**src/rtl/rs_unit_pkg.sv**
```systemverilog
// Shared types for the reservation station: ROB tag width, opcode width, and CDB/entry layouts.
// Holds the default-width payload structs used across the core.
package rs_unit_pkg;

  localparam int unsigned ROB_WIDTH  = 6;
  localparam int unsigned OP_WIDTH   = 6;
  localparam int unsigned XLEN       = 32;
  localparam int unsigned RS_NSRC    = 2;

  typedef struct packed {
    logic                 valid;
    logic [ROB_WIDTH-1:0] tag;
    logic [XLEN-1:0]      data;
  } cdb_t;

  typedef struct packed {
    logic                         valid;
    logic [OP_WIDTH-1:0]          op;
    logic [ROB_WIDTH-1:0]         tag;
    logic [RS_NSRC-1:0]           src_rdy;
    logic [RS_NSRC*ROB_WIDTH-1:0] src_tag;
    logic [RS_NSRC*XLEN-1:0]      src_data;
  } rs_entry_t;

endpackage

```
**src/rtl/rs_age_matrix.sv**
```systemverilog
// Allocation-order tracker: age_q[i][j] set means entry i was allocated before entry j.
// Returns the one-hot oldest entry among those flagged ready.
module rs_age_matrix #(
  parameter int unsigned DEPTH = 4
) (
  input  logic             clk,
  input  logic             rst_n,
  input  logic             flush,
  input  logic [DEPTH-1:0] alloc,
  input  logic [DEPTH-1:0] free,
  input  logic [DEPTH-1:0] ready,
  output logic [DEPTH-1:0] oldest
);

  logic [DEPTH-1:0] age_q [DEPTH];
  logic [DEPTH-1:0] age_d [DEPTH];

  always_comb begin
    for (int i = 0; i < DEPTH; i++) begin
      for (int j = 0; j < DEPTH; j++) begin
        age_d[i][j] = age_q[i][j];
        if (free[i] || free[j]) age_d[i][j] = 1'b0;
        // A new entry is younger than everything currently held.
        if (alloc[j] && (i != j)) age_d[i][j] = 1'b1;
        if (alloc[i]) age_d[i][j] = 1'b0;
        if (flush) age_d[i][j] = 1'b0;
      end
    end
  end

  always_comb begin
    for (int i = 0; i < DEPTH; i++) begin
      oldest[i] = ready[i];
      for (int j = 0; j < DEPTH; j++) begin
        if (ready[j] && age_q[j][i]) oldest[i] = 1'b0;
      end
    end
  end

  always_ff @(posedge clk or negedge rst_n) begin
    if (!rst_n) begin
      for (int i = 0; i < DEPTH; i++) age_q[i] <= '0;
    end else begin
      for (int i = 0; i < DEPTH; i++) age_q[i] <= age_d[i];
    end
  end

endmodule

```
**src/rtl/rs_unit.sv**
```systemverilog
// Reservation station for one functional unit: holds DEPTH instructions, snoops the CDB for
// missing operands and dispatches the oldest fully-ready entry, holding a stalled pick stable.
module rs_unit
  import rs_unit_pkg::*;
#(
  parameter int unsigned DEPTH  = 4,
  parameter int unsigned NSRC   = 2,
  parameter int unsigned N_CDB  = 1,
  parameter int unsigned DATA_W = 32,
  parameter int unsigned TAG_W  = ROB_WIDTH,
  parameter int unsigned OP_W   = OP_WIDTH
) (
  input  logic                       clk,
  input  logic                       rst_n,
  input  logic                       flush,
  input  logic                       in_valid,
  output logic                       in_ready,
  input  logic [OP_W-1:0]            in_op,
  input  logic [TAG_W-1:0]           in_tag,
  input  logic [NSRC-1:0]            in_src_rdy,
  input  logic [NSRC*TAG_W-1:0]      in_src_tag,
  input  logic [NSRC*DATA_W-1:0]     in_src_data,
  input  logic [N_CDB-1:0]           cdb_valid,
  input  logic [N_CDB*TAG_W-1:0]     cdb_tag,
  input  logic [N_CDB*DATA_W-1:0]    cdb_data,
  output logic                       ex_valid,
  input  logic                       ex_ready,
  output logic [OP_W-1:0]            ex_op,
  output logic [TAG_W-1:0]           ex_tag,
  output logic [NSRC*DATA_W-1:0]     ex_src,
  output logic [$clog2(DEPTH+1)-1:0] count
);

  localparam int unsigned CntW = $clog2(DEPTH + 1);

  logic [DEPTH-1:0]       valid_q, valid_d;
  logic [OP_W-1:0]        op_q    [DEPTH];
  logic [OP_W-1:0]        op_d    [DEPTH];
  logic [TAG_W-1:0]       tag_q   [DEPTH];
  logic [TAG_W-1:0]       tag_d   [DEPTH];
  logic [NSRC-1:0]        rdy_q   [DEPTH];
  logic [NSRC-1:0]        rdy_d   [DEPTH];
  logic [NSRC*TAG_W-1:0]  stag_q  [DEPTH];
  logic [NSRC*TAG_W-1:0]  stag_d  [DEPTH];
  logic [NSRC*DATA_W-1:0] sdata_q [DEPTH];
  logic [NSRC*DATA_W-1:0] sdata_d [DEPTH];

  logic [CntW-1:0]  count_q, count_d;
  logic             lock_q, lock_d;
  logic [DEPTH-1:0] lock_oh_q, lock_oh_d;

  logic [DEPTH-1:0]  entry_rdy, oldest, sel, alloc_oh;
  logic              in_fire, ex_fire, found;
  logic              hit, multi, multi_hit;
  logic [DATA_W-1:0] hdata;

  // Lowest channel index wins when several broadcasts carry the same tag.
  function automatic void cdb_lookup(input  logic [TAG_W-1:0]  t,
                                     output logic              f_hit,
                                     output logic              f_multi,
                                     output logic [DATA_W-1:0] f_data);
    f_hit   = 1'b0;
    f_multi = 1'b0;
    f_data  = '0;
    for (int c = N_CDB - 1; c >= 0; c--) begin
      if (cdb_valid[c] && (cdb_tag[c*TAG_W +: TAG_W] == t)) begin
        f_multi = f_multi | f_hit;
        f_hit   = 1'b1;
        f_data  = cdb_data[c*DATA_W +: DATA_W];
      end
    end
  endfunction

  assign in_ready = (count_q != CntW'(DEPTH));
  assign count    = count_q;
  assign in_fire  = in_valid && in_ready && !flush;
  assign sel      = lock_q ? lock_oh_q : oldest;
  assign ex_valid = !flush && (|sel);
  assign ex_fire  = ex_valid && ex_ready;

  always_comb begin
    for (int i = 0; i < DEPTH; i++) entry_rdy[i] = valid_q[i] && (&rdy_q[i]);
  end

  always_comb begin
    alloc_oh = '0;
    found    = 1'b0;
    for (int i = 0; i < DEPTH; i++) begin
      if (!valid_q[i] && !found) begin
        alloc_oh[i] = 1'b1;
        found       = 1'b1;
      end
    end
  end

  rs_age_matrix #(
    .DEPTH (DEPTH)
  ) u_age (
    .clk    (clk),
    .rst_n  (rst_n),
    .flush  (flush),
    .alloc  (in_fire ? alloc_oh : '0),
    .free   (ex_fire ? sel : '0),
    .ready  (entry_rdy),
    .oldest (oldest)
  );

  always_comb begin
    ex_op  = '0;
    ex_tag = '0;
    ex_src = '0;
    for (int i = 0; i < DEPTH; i++) begin
      if (sel[i]) begin
        ex_op  = ex_op | op_q[i];
        ex_tag = ex_tag | tag_q[i];
        ex_src = ex_src | sdata_q[i];
      end
    end
  end

  always_comb begin
    valid_d   = valid_q;
    op_d      = op_q;
    tag_d     = tag_q;
    rdy_d     = rdy_q;
    stag_d    = stag_q;
    sdata_d   = sdata_q;
    multi_hit = 1'b0;
    hit       = 1'b0;
    multi     = 1'b0;
    hdata     = '0;

    for (int i = 0; i < DEPTH; i++) begin
      for (int s = 0; s < NSRC; s++) begin
        if (valid_q[i] && !rdy_q[i][s]) begin
          cdb_lookup(stag_q[i][s*TAG_W +: TAG_W], hit, multi, hdata);
          multi_hit = multi_hit | multi;
          if (hit) begin
            rdy_d[i][s]                    = 1'b1;
            sdata_d[i][s*DATA_W +: DATA_W] = hdata;
          end
        end
      end
    end

    if (ex_fire) valid_d = valid_q & ~sel;

    if (in_fire) begin
      for (int i = 0; i < DEPTH; i++) begin
        if (alloc_oh[i]) begin
          valid_d[i] = 1'b1;
          op_d[i]    = in_op;
          tag_d[i]   = in_tag;
          stag_d[i]  = in_src_tag;
          rdy_d[i]   = in_src_rdy;
          sdata_d[i] = in_src_data;
          for (int s = 0; s < NSRC; s++) begin
            if (!in_src_rdy[s]) begin
              cdb_lookup(in_src_tag[s*TAG_W +: TAG_W], hit, multi, hdata);
              multi_hit = multi_hit | multi;
              if (hit) begin
                rdy_d[i][s]                    = 1'b1;
                sdata_d[i][s*DATA_W +: DATA_W] = hdata;
              end
            end
          end
        end
      end
    end

    if (flush) valid_d = '0;
  end

  always_comb begin
    lock_d    = lock_q;
    lock_oh_d = lock_oh_q;
    if (flush || ex_fire) begin
      lock_d    = 1'b0;
      lock_oh_d = '0;
    end else if (ex_valid) begin
      lock_d    = 1'b1;
      lock_oh_d = sel;
    end
  end

  always_comb begin
    count_d = count_q;
    if (flush) begin
      count_d = '0;
    end else if (in_fire && !ex_fire) begin
      count_d = count_q + CntW'(1);
    end else if (ex_fire && !in_fire) begin
      count_d = count_q - CntW'(1);
    end
  end

  always_ff @(posedge clk or negedge rst_n) begin
    if (!rst_n) begin
      valid_q   <= '0;
      count_q   <= '0;
      lock_q    <= 1'b0;
      lock_oh_q <= '0;
      for (int i = 0; i < DEPTH; i++) begin
        op_q[i]    <= '0;
        tag_q[i]   <= '0;
        rdy_q[i]   <= '0;
        stag_q[i]  <= '0;
        sdata_q[i] <= '0;
      end
    end else begin
      valid_q   <= valid_d;
      count_q   <= count_d;
      lock_q    <= lock_d;
      lock_oh_q <= lock_oh_d;
      for (int i = 0; i < DEPTH; i++) begin
        op_q[i]    <= op_d[i];
        tag_q[i]   <= tag_d[i];
        rdy_q[i]   <= rdy_d[i];
        stag_q[i]  <= stag_d[i];
        sdata_q[i] <= sdata_d[i];
      end
    end
  end

  a_count_max: assert property (@(posedge clk) disable iff (!rst_n) count_q <= CntW'(DEPTH));
  a_no_underflow: assert property (@(posedge clk) disable iff (!rst_n) ex_fire |-> count_q != '0);
  a_cdb_unique: assert property (@(posedge clk) disable iff (!rst_n) !multi_hit);

endmodule

```
**config.mk**
```make
export PLATFORM = sky130hd
export DESIGN_NAME = rs_unit
export DESIGN_NICKNAME = d
export VERILOG_FILES = /design/src/rtl/rs_unit_pkg.sv /design/src/rtl/rs_age_matrix.sv /design/src/rtl/rs_unit.sv
export SDC_FILE = /design/constraint.sdc
export NUM_CORES = 1
export LEC_CHECK = 0
export CAP_MARGIN = 40
export CORE_MARGIN = 1
export CORE_UTILIZATION = 55
export DETAILED_ROUTE_END_ITERATION = 7
export GPL_TIMING_DRIVEN = 0
export PLACE_DENSITY = 0.77
export SLEW_MARGIN = 20
export SYNTH_ARGS = -nofsm -noshare
export SYNTH_HDL_FRONTEND = slang
export SYNTH_SLANG_ARGS = --single-unit
```
**constraint.sdc**
```tcl
create_clock -name clk -period 3.1 [get_ports clk]
set_input_delay 0.62 -clock clk [delete_from_list [all_inputs] [get_ports clk]]
set_output_delay 0.62 -clock clk [all_outputs]
set_load 0.01 [all_outputs]
```
Word-level counts from Yosys, hierarchy flattened
Index checks and enable logic that the tools add are counted.
Storage, ports and cells
  ROM bits: 0
  memories: 0
  input bits: 134
  memory bits (writable): 0
  output and inout bits: 81
  latch bits: 0
  register bits after elaboration: 388
Cells by class
  $lt $le $gt $ge: 0
  divide/modulo/power cells: 0
  reductions and logical operators: 91
  $mul: 0
  equality and inequality tests: 11
  bitwise gates (word level): 12
  $add $sub $neg: 2
  shift-type cells: 0
  multiplexer cells: 225
Operators with widths (count)
  32-bit 2-to-1 mux: 42
  64-bit 2-to-1 mux: 8
  256-bit 2-to-1 mux: 1
  64-bit bitwise OR: 3
  1-bit 2-to-1 mux: 150
  6-bit equality test: 10
  6-bit 2-to-1 mux: 8
  1-bit logical AND: 47
  6-bit bitwise OR: 6
  4-bit 2-to-1 mux: 8
  4-bit nonzero test: 6
  1-bit zero test: 16
  2-bit AND reduction: 8
  3-bit nonzero test: 5
  3-bit 2-to-1 mux: 3
  2-bit 2-to-1 mux: 4
  8-bit 2-to-1 mux: 1
  1-bit logical OR: 7
  4-bit AND: 1
  4-bit NOT: 1
  4-bit OR reduction: 1
  3-bit by 1-bit adder with 3-bit output (second input constant): 1
  3-bit inequality test (second input constant): 1
  3-bit by 1-bit subtractor with 3-bit output (second input constant): 1
  other kinds (2): 2

Logic depth before layout (Yosys ltp)
Gate-level depths: netlist of run 1.
  depth in word-level cells: 17
  mapped depth: 11
  depth with buffers taken out: 9

By module
Synthesis of run 1 repeated with hierarchy kept, for this count alone.
Unflattened totals
  cell total of the unflattened synthesis: 1944
  area total of the unflattened synthesis: 19368.6 um^2
Modules (own cells, without submodules)
  rs_unit: cells an instance 1892, times used 1, area each 18803.0 um^2
  rs_age_matrix: cells an instance 52, times used 1, area each 565.5 um^2

Least setup slack after synthesis of run 1
Ideal clock, no wire load.
  path kind: flip-flop to flip-flop
  start point: register valid_q[2]
  end point: register count_q[2] (netlist: count[2])
  cell stages (with the launch flop): 12
  library setup time: 125 ps
  path slack: 327 ps
  arrival time: 2648 ps
  cell sequence: dfrtp_1 > clkbuf_2 > and3_1 > a22o_1 > o41ai_2 > buf_2 > or4_1 > a211oi_1 > fa_1 > nand3_1 > a2bb2oi_1 > mux2_2
Between the ends
  word-level cells in the longest chain between the ends: 13
  elaborated cells on any way between the ends: 25
  classes of those cells: mux (13); reduce/logical (12)
RTL lines
  start, declared: line rs_unit.sv:36  | logic [DEPTH-1:0] valid_q, valid_d;
  start signal, assigned: line rs_unit.sv:211  | valid_q <= valid_d;
  1-bit logical AND *: line rs_unit.sv:82  | for (int i = 0; i < DEPTH; i++) entry_rdy[i] = valid_q[i] && (&rdy_q[i]);
  1-bit 2-to-1 mux (4 in a row): line rs_age_matrix.sv:35  | if (ready[j] && age_q[j][i]) oldest[i] = 1'b0;
  4-bit 2-to-1 mux *: line rs_unit.sv:77  | assign sel = lock_q ? lock_oh_q : oldest;
  4-bit OR reduction *: line rs_unit.sv:78  | assign ex_valid = !flush && (|sel);
  1-bit logical AND *: line rs_unit.sv:78
  1-bit logical AND *: line rs_unit.sv:79  | assign ex_fire = ex_valid && ex_ready;
  1-bit zero test: line rs_unit.sv:190  | end else if (in_fire && !ex_fire) begin
  1-bit logical AND: line rs_unit.sv:190
  3-bit 2-to-1 mux: line rs_unit.sv:190
  3-bit 2-to-1 mux: line rs_unit.sv:188  | if (flush) begin
  end signal, assigned: line rs_unit.sv:212  | count_q <= count_d;
  end, declared: line rs_unit.sv:48  | logic [CntW-1:0] count_q, count_d;
Every way passes the cells marked *; elsewhere a longest branch is shown, timed or not.
A chain may end at the register's enable or synchronous reset.

Final worst setup path of run 1
  start point: register valid_q[3]
  end point: output port ex_src[52]
Between the ends
  word-level cells in the longest chain between the ends: 11
  elaborated cells on any way between the ends: 20
  classes of those cells: mux (12); bitwise (3); reduce/logical (5)
RTL lines
  1-bit logical AND *: line rs_unit.sv:82
  1-bit logical AND: line rs_age_matrix.sv:35
  1-bit 2-to-1 mux: line rs_age_matrix.sv:35
  4-bit 2-to-1 mux *: line rs_unit.sv:77
  64-bit 2-to-1 mux: line rs_unit.sv:113  | if (sel[i]) begin
  64-bit bitwise OR: line rs_unit.sv:116  | ex_src = ex_src | sdata_q[i];
  64-bit 2-to-1 mux: line rs_unit.sv:113
  64-bit bitwise OR: line rs_unit.sv:116
  64-bit 2-to-1 mux: line rs_unit.sv:113
  64-bit bitwise OR: line rs_unit.sv:116
  64-bit 2-to-1 mux *: line rs_unit.sv:113
  end, declared: line rs_unit.sv:30  | output logic [NSRC*DATA_W-1:0] ex_src,
Marks and branches as above.

==> results of run 1 <==
[power by group through the flow]
stage          Sequential (mW)  Clock, mW  Combinational (mW)
3_5_place_dp              7.46          0                4.15
2_1_floorplan             7.22          0                2.61
5_1_grt                   7.75       5.46                5.29
3_3_place_gp              7.41          0                3.98
6_report                  7.64       5.27                4.97
4_1_cts                   7.45       5.22                4.48
[cells by family after synthesis]
family / share of synthesized area
XOR/XNOR: 0.0289
flip-flops: 0.520
buffers and inverters: 0.0591
multiplexers: 0.0238
AO/OA/AOI/OAI: 0.179
AND/OR/NAND/NOR: 0.188
adder cells (fa/ha/maj): 0.00108
[worst min path at each step]
stage / cells after the start / to / from
after floorplan: 0 / count[0] / rst_n
after global placement: 2 / op_q[15] / op_q[15]
after detailed placement: 1 / sdata_q[71] / rst_n
after CTS: 3 / sdata_q[158] / cdb_data[30]
after global routing: 3 / sdata_q[158] / cdb_data[30]
final: 3 / sdata_q[158] / cdb_data[30]
[registers in the layout (all words and copies together) (netlist names)]
register,cells
rdy_q,8
lock_oh_q,4
tag_q,24
lock_q,1
valid_q,4
sdata_q,256
stag_q,48
count,3
u_age.age_q,12
op_q,24
[layout by cell type (no fill, tap or decap), drive strengths merged, types with 3 or more instances in the layout]
master         count
o22ai            192
xnor2             43
a22oi            153
xor2              18
nor4               8
clkbuf           153
bufinv             5
o41ai              3
or2                7
a41o               6
nand3             18
or3               32
clkdlybuf4s50     97
o221a             31
nor2             409
nand2b             6
clkinv             8
a221oi            32
dfrtp            384
mux2              39
nor2b              7
nor3              47
a21oi             21
nand4              8
diode              3
nand2            289
inv               72
o21ai              4
buf              254
[per-stage QoR]
stage | cell area [um^2] | setup WS [ns] | std cells | hold WS (ns) | TNS [ns]
final | 24000 | -0.272 | 2816 | 0.416 | -15.72
after global routing | 24000 | -0.325 | 2815 | 0.437 | -20.37
after CTS | 23400 | -0.146 | 2799 | 0.412 | -2.46
after detailed placement | 20900 | -0.977 | 2661 | 0.416 | -162.29
after global placement | 20800 | -15.29 | 2654 | 0.458 | -6012.09
after floorplan | 18500 | 0.327 | 2037 | 0.324 | 0
[what timing repair did]
item / in CTS / in global routing
gates resized for setup: 487 / 113
setup buffers: 58 / 18
hold buffers: 1 / 0
cloned: 8 / 4
endpoints found under the hold margin: 3 / 0
pin swaps: 56 / 52
setup endpoints to repair: 181 / 257
[critical path, stage by stage, from the launching register on]
cell and delay, ns:
dfrtp_2 0.43, and3_4 0.19, a22o_1 0.26, o41ai_4 0.33, buf_4 0.19, buf_6 0.13, buf_12 0.15, buf_16 0.15
a22oi_2 0.08, nand2_2 0.16, buf_6 0.12
[area by class of cell]
cell class	count	area, um^2	share of cell area
Antenna cell	3	7.51	0.000313
Buffer	181	1060	0.0443
Clock buffer	60	1230	0.0513
Clock inverter	15	206	0.00862
Inverter	71	267	0.0111
Multi-Input combinational cell	1395	8390	0.350
Sequential cell	384	9620	0.401
Tap cell	442	553	0.0231
Timing Repair Buffer	265	2620	0.109
[per-layer routing]
metal | vias to the layer above | share of wire | wire length [um] | global-route usage
li1 | 7683 | - | - | -
met1 | 8960 | 0.36 | 25200 | 0.517
met2 | 1606 | 0.45 | 31700 | 0.613
met3 | 385 | 0.13 | 9400 | 0.117
met4 | 2 | 0.065 | 4600 | 0.247
met5 | - | 0.00076 | 54 | 0
==> results.sh, run 1 <==
export IMPL_synth_area_per_cell_um2=9.07
export IMPL_gp_congestion=0.946
export IMPL_rr_endpoint="count[2]"
export IMPL_hold_violations=0
export IMPL_synth_nets=2172
export IMPL_drt_initial_drc_count=2915
export IMPL_yosys_top_cells_area="dfrtp_1 52%, nor2_1 8.3%, o22ai_1 6.5%"
export IMPL_pwr_share_seq=0.427
export IMPL_critPathCaptureType="output pin"
export IMPL_violations="DRC, setup timing"
export IMPL_fp_dieH_um=185
export IMPL_yosysMostFrequentCell="nor2_1"
export IMPL_synthFlopType="dfrtp_1"
export IMPL_yosysSeqAreaShare=0.520
export IMPL_dp_hpwl_um=42400
export IMPL_worstPathArrival_ns=2.75
export IMPL_clk_pin_slew_ns=0.06
export IMPL_comb_power_share=0.278
export IMPL_critPathMaxFanout=5
export IMPL_rsz0062_at_grt="true"
export IMPL_setup_violations=112
export IMPL_start_util=0.563
export IMPL_internal_power_mw=12.1
export IMPL_synth_edf_count=0
export IMPL_port_buffers=175
export IMPL_drive_above_1_share=0.227
export IMPL_grt_max_degree=101
export IMPL_dieArea_um2=34300
export IMPL_relSlewSlack=0.319
export IMPL_wl_per_cell_um=25.2
export IMPL_synth_cell_type_count=50
export IMPL_status="finished, violations left"
export IMPL_period_minus_slack_ns=3.37
export IMPL_cp_start_kind="flip-flop"
export IMPL_p_sw_mw=5.77
export IMPL_p_leak_nw=11.2
export IMPL_grt_antenna_before_repair=3
export IMPL_drc_errors=7
export IMPL_grt_pass1_wl_um=104000
export IMPL_r2r_slack_ns=-0.15
export IMPL_startpoint="valid_q[3]"
export IMPL_via_per_inst=6.62
export IMPL_grt_overflow_total=0
export IMPL_worstPathRequired_ns=2.48
export IMPL_cts_made_buffers=41
export IMPL_ys_ff_latch=384
export IMPL_synth_area_um2=18500
export IMPL_grt_pass1_vias=18100
export IMPL_postLayoutSetupSlackWorst_ns=-0.272
export IMPL_clock_path_buffers=3
export IMPL_nFillCells=2257
export IMPL_fin_crit_sh=1.09
export IMPL_yosys_warnings=0
export IMPL_root_buffer="clkbuf_16"
export IMPL_reg2regPathDepth=14
export IMPL_drt_wl_total_um=71000
export IMPL_ant_nets=0
export IMPL_ir_drop_mv=0.473
export IMPL_first_pass_iters=8
export IMPL_synth_top_cell_by_area="dfrtp_1"
export IMPL_worstReg2RegStart="rdy_q[2]"
export IMPL_max_cap_viol_count=0
export IMPL_hp_class="in2reg"
export IMPL_report_final_slew_viol_count=0
export IMPL_grt_use_total=0.406
export IMPL_cts_tree="yes"
export IMPL_post_route_util=0.731
export IMPL_clk_latency_ns=0.55
export IMPL_skew_ns=0.0232
export IMPL_pwr_density_cell_nw_per_um2=746
export IMPL_max_freq_mhz=297
export IMPL_yosys_top_cells_count="409 x nor2_1, 384 x dfrtp_1, 288 x nand2_1, 192 x o22ai_1, 153 x a22oi_1"
export IMPL_ys_async_sr_fraction=1.00
export IMPL_ios=215
export IMPL_vias=18600
export IMPL_worstSetupEndpoint="ex_src[52]"
export IMPL_power_share_clock=0.295
export IMPL_ctsHtreeMaxLevel=2
export IMPL_die_w_um=185
export IMPL_rows=66
export IMPL_finalPower_mw=17.9
export IMPL_final_net_count=2474
export IMPL_core_um2=32800
export IMPL_syn_to_final_growth_pct=29.7
export IMPL_numClockSinks=384
export IMPL_setup_worst_path_class="reg2out"
export IMPL_yosysTopAreaCellShare=0.520
export IMPL_worstMarginPinSlew_ns=1.02
export IMPL_p_sw_frac=0.323
export IMPL_syn_inst=2037
No activity file was read; power rests on OpenSTA's default activity.
==> run 2: changes to the inputs <==
CAP_MARGIN = not set   (was 40)
CTS_CLUSTER_SIZE = 16   (was not set)
==> results.sh, run 2 (synthesized netlist as in run 1, its figures left out) <==
export IMPL_fp_dieH_um=185
export IMPL_grt_pass1_wl_um=103000
export IMPL_pwr_density_cell_nw_per_um2=744
export IMPL_postLayoutSetupSlackWorst_ns=-0.165
export IMPL_cts_tree="yes"
export IMPL_clk_pin_slew_ns=0.06
export IMPL_clk_latency_ns=0.56
export IMPL_cts_made_buffers=42
export IMPL_reg_top3="sdata_q (256), stag_q (48)"
export IMPL_largest_register="sdata_q"
export IMPL_reg2regPathDepth=9
export IMPL_rr_endpoint="sdata_q[23]"
export IMPL_final_cell_mix="405 x nor2_1, 379 x dfrtp_1, 279 x nand2_1"
export IMPL_hp_class="in2reg"
export IMPL_wl_per_cell_um=25.1
export IMPL_hold_slack_ns=0.410
export IMPL_grt_max_degree=101
export IMPL_relSlewSlack=0.226
export IMPL_numClockSinks=384
export IMPL_report_final_slew_viol_count=0
export IMPL_finalPower_mw=17.6
export IMPL_register_area_um2=9620
export IMPL_period_minus_slack_ns=3.26
export IMPL_critPathMaxFanout=6
export IMPL_grt_pass1_vias=18100
export IMPL_r2r_slack_ns=-0.07
export IMPL_final_common_cell="nor2_1"
export IMPL_drt_wl_total_um=70300
export IMPL_violations="setup timing"
export IMPL_skew_ns=0.0179
export IMPL_drive_above_1_share=0.215
export IMPL_grt_use_total=0.399
export IMPL_die_w_um=185
export IMPL_worstPathArrival_ns=2.64
export IMPL_hold_violations=0
export IMPL_ir_drop_mv=0.524
export IMPL_grt_antenna_before_repair=2
export IMPL_clock_path_buffers=3
export IMPL_grt_overflow_total=0
export IMPL_worstReg2RegStart="valid_q[0]"
export IMPL_ctsHtreeMaxLevel=2
export IMPL_ant_nets=0
export IMPL_port_buffers=175
export IMPL_worstHoldPathCells=3
export IMPL_p_leak_nw=11.1
export IMPL_drc_errors=0
export IMPL_cp_start_kind="flip-flop"
export IMPL_final_net_count=2454
export IMPL_root_buffer="clkbuf_16"
export IMPL_syn_to_final_growth_pct=28.1
export IMPL_worstPathRequired_ns=2.48
export IMPL_first_pass_iters=8
export IMPL_fin_crit_sh=1.05
export IMPL_setup_violations=100
export IMPL_drt_initial_drc_count=2834
export IMPL_multiInputGateArea_um2=8320
export IMPL_via_per_inst=6.67
export IMPL_largest_reg_flops=256
export IMPL_max_cap_viol_count=0
export IMPL_start_util=0.563
export IMPL_worstMarginPinSlew_ns=1.15
export IMPL_dp_hpwl_um=42300
export IMPL_vias=18600
export IMPL_max_freq_mhz=306
export IMPL_nFillCells=2309
export IMPL_dieArea_um2=34300
export IMPL_core_um2=32800
export IMPL_critPathCaptureType="output pin"
export IMPL_rsz0062_at_grt="true"
export IMPL_ios=215
export IMPL_gp_congestion=0.946
export IMPL_min_to="sdata_q[158]"
export IMPL_setup_worst_path_class="reg2out"
export IMPL_status="finished, violations left"
export IMPL_tns_ns=-7.73
export IMPL_rows=66
export IMPL_hold_start="cdb_data[30]"
==> run 2: changes by cell type in the layout (fill, tap and decap cells not counted), moves of 4 or more <==
| cell | before | now |
|---|---|---|
| a22oi_2 | 87 | 75 |
| nand2_1 | 275 | 279 |
| clkbuf_4 | 9 | 3 |
| buf_6 | 32 | 28 |
| clkbuf_16 | 47 | 52 |
| buf_4 | 45 | 34 |
| clkbuf_2 | 12 | 16 |
| a22oi_1 | 66 | 78 |
| nand2_2 | 14 | 10 |
==> run 2: what timing repair did <==
item                                    in CTS  in global routing
resized for setup                          496                 77
endpoints found under the setup margin     130                162
hold endpoints to repair                     3                  0
buffers inserted                            47                  8
hold buffers                                 1                  0
pin swaps                                   41                 44
cloned                                       6                  6
==> run 2: worst max-delay path by stage <==
stage / startpoint / to / slack [ns] / cells past startpoint
after floorplan: valid_q[2] / count[2] / 0.33 / 11
after global placement: rst_n / sdata_q[56] / -15.29 / 1
after detailed placement: valid_q[2] / ex_src[33] / -1.13 / 9
after CTS: valid_q[2] / ex_src[4] / -0.1 / 11
after global routing: valid_q[3] / ex_src[40] / -0.19 / 9
final: valid_q[3] / ex_src[28] / -0.16 / 10
==> run 2: metrics by stage <==
stage	std cells	setup WS, ns	instance area (um^2)	utilization
after floorplan	2037	0.327	18500	-
after global placement	2654	-15.29	20800	0.634
after detailed placement	2658	-1.13	20900	0.637
after CTS	2784	-0.0958	23200	0.707
after global routing	2793	-0.193	23700	0.721
final	2795	-0.165	23700	0.722
==> run 2: cell type report <==
| class | instances | share of cell area |
|---|---|---|
| Sequential cell | 384 | 0.406 |
| Multi-Input combinational cell | 1395 | 0.352 |
| Timing Repair Buffer | 242 | 0.0977 |
| Clock buffer | 63 | 0.0551 |
| Buffer | 183 | 0.0490 |
| Tap cell | 442 | 0.0234 |
| Inverter | 71 | 0.0113 |
| Clock inverter | 12 | 0.00476 |
| Antenna cell | 3 | 0.000317 |
==> run 2: critical path: stages, from the launching register on <==
cell and delay (ns):
dfrtp_2 0.42, and3_4 0.20, a22o_4 0.28, o41ai_4 0.24, buf_4 0.18, buf_8 0.14, buf_12 0.14, buf_4 0.12
a22oi_1 0.08, nand2_1 0.14, buf_2 0.15
==> run 2: routing by layer <==
layer	vias up	global-route usage	wire length, um
li1	7665	-	-
met4	0	0.257	4520
met5	-	0	0
met2	1567	0.596	31100
met1	9014	0.510	25200
met3	384	0.111	9420
==> run 2: where the power goes <==
| part | internal, mW | switching (mW) | leakage [nW] |
|---|---|---|---|
| Sequential | 6.52 | 1.10 | 4.80 |
| Clock | 3.06 | 2.13 | 0.706 |
| Combinational | 2.30 | 2.48 | 5.57 |
